File: src/rtl/rs232_rx_sampler.sv
//----------------------------------------------------------------------------
// Module      : rs232_rx_sampler
// Description : UART receive sampler fed by the start-bit edge detector.
//               Centre-samples an LSB-first frame and strobes out the byte.
//               Optional even-parity bit: define RS232_RX_PARITY_EN.
// Revision    : 1.0 - initial release
//----------------------------------------------------------------------------
`default_nettype none

module rs232_rx_sampler #(
  parameter int CLK_FREQ  = 50_000_000,
  parameter int BAUD_RATE = 115200,
  parameter int DATA_BITS = 8
) (
  input  logic                 clk,
  input  logic                 reset,
  input  logic                 start_edge,
  input  logic                 rx_in,
  output logic [DATA_BITS-1:0] rx_data,
  output logic                 rx_valid,
  output logic                 frame_error,
  output logic                 parity_error,
  output logic                 busy
);

  localparam int c_clks_per_bit = CLK_FREQ / BAUD_RATE;
  localparam int c_half_bit     = c_clks_per_bit / 2;
  localparam int c_cnt_w        = $clog2(c_clks_per_bit);
  localparam int c_idx_w        = $clog2(DATA_BITS);

  generate
    if (c_clks_per_bit < 4) begin : g_bad_baud
      $error("rs232_rx_sampler: CLK_FREQ/BAUD_RATE must be at least 4");
    end
    if (DATA_BITS < 5 || DATA_BITS > 8) begin : g_bad_width
      $error("rs232_rx_sampler: DATA_BITS must be in 5..8");
    end
  endgenerate

  typedef enum logic [2:0] {
    ST_IDLE   = 3'd0,
    ST_START  = 3'd1,
    ST_DATA   = 3'd2,
    ST_PARITY = 3'd3,
    ST_STOP   = 3'd4,
    ST_DONE   = 3'd5
  } state_t;

  state_t               r_state;
  logic [c_cnt_w-1:0]   r_cnt;
  logic [c_idx_w-1:0]   r_idx;
  logic [DATA_BITS-1:0] r_shift;
  logic                 r_stop_bit;
  logic [DATA_BITS-1:0] r_rx_data;
  logic                 r_rx_valid;
  logic                 r_frame_error;
  logic                 r_busy;
  logic                 w_half_hit;
  logic                 w_full_hit;

  assign w_half_hit = (r_cnt == c_cnt_w'(c_half_bit - 1));
  assign w_full_hit = (r_cnt == c_cnt_w'(c_clks_per_bit - 1));

`ifdef RS232_RX_PARITY_EN
  logic r_par_result;
  logic r_parity_error;
  assign parity_error = r_parity_error;
`else
  assign parity_error = 1'b0;
`endif

  always_ff @(posedge clk or negedge reset) begin
    if (!reset) begin
      r_state       <= ST_IDLE;
      r_cnt         <= '0;
      r_idx         <= '0;
      r_shift       <= '0;
      r_stop_bit    <= 1'b1;
      r_rx_data     <= '0;
      r_rx_valid    <= 1'b0;
      r_frame_error <= 1'b0;
      r_busy        <= 1'b0;
`ifdef RS232_RX_PARITY_EN
      r_par_result   <= 1'b0;
      r_parity_error <= 1'b0;
`endif
    end else begin
      r_rx_valid <= 1'b0;
      case (r_state)
        ST_IDLE: begin
          if (start_edge) begin
            r_state <= ST_START;
            r_cnt   <= '0;
            r_busy  <= 1'b1;
          end
        end
        ST_START: begin
          if (w_half_hit) begin
            r_cnt <= '0;
            if (!rx_in) begin
              r_state <= ST_DATA;
              r_idx   <= '0;
            end else begin
              // False start: the line went back high before mid start bit
              r_state <= ST_IDLE;
              r_busy  <= 1'b0;
            end
          end else begin
            r_cnt <= r_cnt + c_cnt_w'(1);
          end
        end
        ST_DATA: begin
          if (w_full_hit) begin
            r_cnt   <= '0;
            r_shift <= {rx_in, r_shift[DATA_BITS-1:1]};
            if (r_idx == c_idx_w'(DATA_BITS - 1)) begin
`ifdef RS232_RX_PARITY_EN
              r_state <= ST_PARITY;
`else
              r_state <= ST_STOP;
`endif
            end else begin
              r_idx <= r_idx + c_idx_w'(1);
            end
          end else begin
            r_cnt <= r_cnt + c_cnt_w'(1);
          end
        end
`ifdef RS232_RX_PARITY_EN
        ST_PARITY: begin
          if (w_full_hit) begin
            r_cnt        <= '0;
            r_par_result <= (^r_shift) ^ rx_in;
            r_state      <= ST_STOP;
          end else begin
            r_cnt <= r_cnt + c_cnt_w'(1);
          end
        end
`endif
        ST_STOP: begin
          if (w_full_hit) begin
            r_cnt      <= '0;
            r_stop_bit <= rx_in;
            r_state    <= ST_DONE;
          end else begin
            r_cnt <= r_cnt + c_cnt_w'(1);
          end
        end
        ST_DONE: begin
          // Back in IDLE half a bit early so an adjacent frame is caught
          r_rx_data     <= r_shift;
          r_rx_valid    <= 1'b1;
          r_frame_error <= ~r_stop_bit;
`ifdef RS232_RX_PARITY_EN
          r_parity_error <= r_par_result;
`endif
          r_cnt   <= '0;
          r_state <= ST_IDLE;
          r_busy  <= 1'b0;
        end
        default: begin
          r_cnt   <= '0;
          r_state <= ST_IDLE;
          r_busy  <= 1'b0;
        end
      endcase
    end
  end

  assign rx_data     = r_rx_data;
  assign rx_valid    = r_rx_valid;
  assign frame_error = r_frame_error;
  assign busy        = r_busy;

endmodule

`default_nettype wire

File: config.mk
export PLATFORM = sky130hd
export DESIGN_NAME = rs232_rx_sampler
export DESIGN_NICKNAME = d
export VERILOG_FILES = /design/src/rtl/rs232_rx_sampler.sv
export SDC_FILE = /design/constraint.sdc
export NUM_CORES = 1
export LEC_CHECK = 0
export BUFFER_PORTS_ARGS = -buffer_cell sky130_fd_sc_hd__buf_2
export CAP_MARGIN = 20
export CORE_ASPECT_RATIO = 0.7
export CORE_MARGIN = 2
export CORE_UTILIZATION = 58
export CTS_CLUSTER_SIZE = 8
export DETAILED_ROUTE_END_ITERATION = 10
export PLACE_DENSITY = 0.78
export RECOVER_POWER = 50
export SYNTH_ARGS = -nofsm -noshare
export SYNTH_HDL_FRONTEND = slang
export SYNTH_SLANG_ARGS = --single-unit
File: constraint.sdc
create_clock -name clk -period 2.3 [get_ports clk]
set_clock_uncertainty 0.15 [all_clocks]
set_input_delay 0.115 -clock clk [delete_from_list [all_inputs] [get_ports clk]]
set_output_delay 0.115 -clock clk [all_outputs]
set_load 0.05 [all_outputs]
# ---- After elaboration in Yosys (flattened, before gate mapping)
# Index checks and enable logic that the tools add are counted.
dict set report totals {
  wordCells 57
  reg_bits 35
  out_inout_bits 12
  in_bits 4
}
dict set report classes {
  n_mux 21
  n_bitwise 2
  reduce_logical 8
  eq_ne 15
  addsub 2
}
# cell n
set ops {}
lappend ops {{3-bit 2-to-1 mux} 9}
lappend ops {{9-bit 2-to-1 mux} 3}
lappend ops {{9-bit case mux with 3 select lines} 1}
lappend ops {{2-bit != test, second input constant} 8}
lappend ops {{3-bit case mux with 4 select lines} 1}
lappend ops {{5-bit AND reduction} 2}
lappend ops {{9-bit by 1-bit adder with 9-bit output, second input constant} 1}
lappend ops {{3-bit == test, second input constant} 3}
lappend ops {{9-bit by 8-bit == test with 1-bit output, second input constant} 1}
lappend ops {{9-bit == test, second input constant} 1}
lappend ops {{3-bit case mux with 2 select lines} 1}
lappend ops {{1-bit 2-to-1 mux} 4}
lappend ops {{2-bit AND reduction} 2}
lappend ops {{4-bit AND reduction} 1}
lappend ops {{3-bit by 1-bit adder with 3-bit output, second input constant} 1}
lappend ops {{3-bit by 1-bit == test with 1-bit output, second input constant} 1}
lappend ops {{3-bit by 2-bit == test with 1-bit output, second input constant} 1}
lappend ops {{3-bit zero test} 1}
lappend ops {{1-bit case mux with 3 select lines} 1}
lappend ops {{2-bit 2-to-1 mux} 1}
lappend ops {{1-bit inverter} 2}
lappend ops {{2-bit nonzero test} 1}
lappend ops {{2-bit OR reduction} 1}

# ---- Logic depth before layout (Yosys ltp)
dict set report depth {
  word_depth 4
  mapped_depth 7
  ltp_nobuf 6
}

# ---- Least setup slack after synthesis
# OpenSTA, ideal clock, no wires.
dict set report synth_path {
  path_kind {register -> register}
  from {register r_cnt[0]}
  to {register r_idx[1]}
  slack_ns 0.360
  t_required_ns 2.028
  period_less_slack_ns 1.940
  t_arrival_ns 1.669
  path_stages_with_launch 8
  setup_time_ns 0.122
  n_path_buf 1
  cell_sequence {dfrtp_1 > inv_1 > ha_1 > and4b_1 > a211oi_1 > buf_2 > nor2_1 > a32o_1}
}
dict set report synth_between {
  elab_chain_len 3
  elab_cells_between_ends 5
  cone_classes {eq/ne (4); reduce/logical (1)}
}
# item line
set synth_lines {}
lappend synth_lines {{from (decl)} 50} ;# logic [c_cnt_w-1:0] r_cnt;
lappend synth_lines {{from (signal assigned)} 109} ;# r_cnt <= r_cnt + c_cnt_w'(1);
lappend synth_lines {{from (signal assigned)} 126} ;# r_cnt <= r_cnt + c_cnt_w'(1);
lappend synth_lines {{from (signal assigned)} 146} ;# r_cnt <= r_cnt + c_cnt_w'(1);
lappend synth_lines {{9-bit == test / 9-bit by 8-bit == test with 1-bit output (equally long branches)} {62, 61}}
lappend synth_lines {{2-bit != test (no source line)} --}
lappend synth_lines {{5-bit AND reduction (no source line) (*)} --}
lappend synth_lines {{to (signal assigned)} 123} ;# r_idx <= r_idx + c_idx_w'(1);
lappend synth_lines {{to (decl)} 51} ;# logic [c_idx_w-1:0] r_idx;
# Mark *: on every way between the ends. The rest lies on a longest branch, timed or not.
# A chain may end at the register's enable or synchronous reset.

# ---- Final worst setup path
dict set report layout_path {
  from {register r_cnt[1]}
  to {register r_shift[6]}
}
dict set report layout_between {
  elab_chain_len 2
}
# item line
set layout_lines {}
lappend layout_lines {{9-bit == test} 62} ;# assign w_full_hit = (r_cnt == c_cnt_w'(c_clks_per_bit - 1));
lappend layout_lines {{2-bit AND reduction (no source line)} --}
lappend layout_lines {{to (signal assigned)} 115} ;# r_shift <= {rx_in, r_shift[DATA_BITS-1:1]};
lappend layout_lines {{to (decl)} 52} ;# logic [DATA_BITS-1:0] r_shift;
# No other way between the ends.

==> results.md <==
* Status: completed
* Initial drt markers at between 100 and 150
* Reg2reg path depth at 6
* #FFs+latches synth at 35
* Total power at between 1.5 and 2 mW
* Pins Over Slew Limit at 0
* Hold/Removal Path Class: in -> reg
* Routed Antenna Nets at 0
* Final Hold Viols at 0
* CP peak stage delay at roughly 430 ps
* Core Box Area at approximately 0.0028 mm2
* Post-synth EDFFs at 0
* CTS Buf Count at 5
* First-pass GRT wire length at about 5600 um
* Number of global-route vias before repair at between 1000 and 1500
* I/O pin count at 16
* Hold Slack at between 10 and 15 ps
* Drt drc at 0
* Detailed Route WL at approximately 3200 um
* Post-CTS Hold Fix Bufs at 1
* CP max-delay cell: dfrtp_1
* Endpoint of the worst hold path: r_shift[7]
* Drt pass-1 iters at 4
* Die area at 0.00342 mm2
* Area of the multi-input gates at just under 800 um2
* Worst-skew pair later-pin latency at between 200 and 300 ps
* WP data required at ~2300 ps
* Syn Inst Count at around 170
* Worst VDD drop at 0.470 mV
* Max-Cap Viols at 0
* WS Path Type: reg -> reg
* Post-Syn Nets at about 180
* Post-DP HPWL at about 2300 um
* Slew margin rel. at 0.452
* GR Overflow Total at 0
* Root Driver: clkbuf_8
* Worst R2R Start: r_cnt[1]
* CP Launch Type: flip-flop
* Seq/Total Area, Yosys at 0.511
* Port Buffers at 14
* CTS resizes at 0
* Layout fillers at around 220
* Vias at ~1300
* Post-synth ARST share at 1.00
* Leak Pwr at around 0.90 nW
* Post-Synthesis Cell Area at approximately 0.0017 mm2
* Reg2Reg Setup Slack at roughly 170 ps
* Clock tree buffer depth at 2
* Routability-driven placement congestion ratio at 0.899
* Syn Area/Cell at slightly above 10 um2
* CTS H-tree lvls at 2
* Crit share post-route at 0.925
* Final min period at roughly 2100 ps
* WP data arrival at ~2200 ps
* Cells along the critical path: inv_1 -> ha_1 -> and4bb_2 -> nand2_1 -> nor2_2 -> mux2_2
* Clock sink count at 35
* Final setup margin at 172 ps
* Register area at 877 um2
* Setup crit end kind: flip-flop
* Die Height at between 40 and 50 um
* Post-synth cell types at 44
* Global-route usage over all layers at 0.211
* Worst slew pin tran at slightly above 800 ps
* CTS tree: yes
* Pwr dens at about 860 mW/mm2
* Pre-CTS WS at roughly 210 ps
* Diode count at 0
* Die Wd at about 69 um
* Crit Reg-Reg Endpoint: r_shift[6]
* Largest net degree at the start of global routing at 36
* Setup_tns at 0 ps
* CTS clock-pin slew for the worst setup and hold paths at around 70 ps
* F_max at around 470 MHz
* Row count at 16
* WHS Path Cells at 2
* DR vias/cell at approximately 5.7
* Final net count at about 200
* Initial antenna violation count at 0
* Final setup viols at 0
* Crit-path max FO at 10
* Util after Layout at 0.688
* Synth Flop Type: dfrtp_1
* Starting Density at 0.613
* Routed len/inst at ~14 um
* Syn-to-layout area delta at 12.2%
* Number of setup buffers added after CTS at 0
* Warnings from Yosys at 0
* Layout cell share with drive strength beyond 1 at 0.175
* RSZ-0062 raised after global routing: false
* HP Start: rx_in
[cell families after synthesis]
family / count (synthesis) / share of synthesized area
flip-flops: 35 / 0.511
AO/OA/AOI/OAI: 23 / 0.0954
XOR/XNOR: 5 / 0.0255
multiplexers: 9 / 0.0590
buffers and inverters: 12 / 0.0350
adder cells (fa/ha/maj): 5 / 0.0364
AND/OR/NAND/NOR: 78 / 0.236
other: 1 / 0.00218
[metrics by stage]
stage                     area, um2  instances
after detailed placement       1830        216
after global routing           1930        225
after CTS                      1940        225
after global placement         1830        216
final                          1930        225
after floorplan                1720        168
[cell usage after synthesis, types with 3 or more instances]
| cell type | instances | area share |
|---|---|---|
| buf_2 | 3 | 0.0087 |
| dfrtp_1 | 34 | 0.50 |
| ha_1 | 5 | 0.036 |
| inv_1 | 4 | 0.0087 |
| mux2_2 | 9 | 0.059 |
| nand2_1 | 36 | 0.079 |
| nand2b_1 | 3 | 0.011 |
| nand3_1 | 7 | 0.020 |
| nor2_1 | 10 | 0.022 |
| nor3_1 | 5 | 0.015 |
| o21a_1 | 3 | 0.013 |
| o21ai_0 | 7 | 0.020 |
| xnor2_1 | 4 | 0.020 |
[sequential cells by signal, summed over array words and instances, names as in the netlist]
| name | flops |
|---|---|
| busy | 1 |
| frame_error | 1 |
| r_cnt | 9 |
| r_idx | 3 |
| r_shift | 8 |
| r_state | 3 |
| r_stop_bit | 1 |
| rx_data | 8 |
| rx_valid | 1 |
[how the worst max path moves through the flow]
stage	startpoint	slack [ps]	endpoint
4_1_cts	r_cnt[1]	180	r_shift[6]
3_5_place_dp	r_cnt[1]	210	r_shift[7]
3_3_place_gp	r_cnt[1]	290	r_shift[0]
5_1_grt	r_cnt[1]	70	r_shift[6]
2_1_floorplan	r_cnt[0]	360	r_idx[1]
6_report	r_cnt[1]	170	r_shift[6]
[routing by layer]
metal / up-vias / global-route usage / share of wire
met5: - / 0 / 0
met4: 0 / 0.0882 / 0.018
met3: 8 / 0.0573 / 0.039
met2: 22 / 0.329 / 0.47
met1: 616 / 0.281 / 0.48
li1: 629 / - / -
[power by group]
part	switching (mW)	internal (mW)	total, mW
Clock	0.210	0.273	0.483
Combinational	0.249	0.168	0.417
Sequential	0.0861	0.664	0.751
Total	0.546	1.11	1.65
[cell usage in the layout, fill, tap and decap left out, drive strengths merged, types with 2 or more instances in the layout]
| cell | count |
|---|---|
| a211o | 2 |
| a211oi | 2 |
| a32o | 2 |
| and4b | 2 |
| buf | 9 |
| clkbuf | 18 |
| dfrtp | 34 |
| ha | 5 |
| inv | 4 |
| mux2 | 9 |
| nand2 | 36 |
| nand2b | 3 |
| nand3 | 7 |
| nand4b | 2 |
| nor2 | 11 |
| nor3 | 6 |
| nor4 | 2 |
| o21a | 3 |
| o21ai | 7 |
| o22ai | 2 |
| xnor2 | 4 |
[area by class of cell]
| cell class | instances | area share |
|---|---|---|
| Inverter | 5 | 0.00973 |
| Timing Repair Buffer | 20 | 0.0552 |
| Multi-Input combinational cell | 121 | 0.405 |
| Clock buffer | 8 | 0.0519 |
| Tap cell | 36 | 0.0234 |
| Sequential cell | 35 | 0.455 |
[worst max-delay path, delay by kind of cell (launching register included)]
family | cells | cell delay (ps)
multiplexers | 1 | 400
AND/OR/NAND/NOR | 3 | 790
buffers and inverters | 1 | 100
adder cells (fa/ha/maj) | 1 | 140
flip-flops | 1 | 430
No activity file was read; power rests on OpenSTA's default activity.
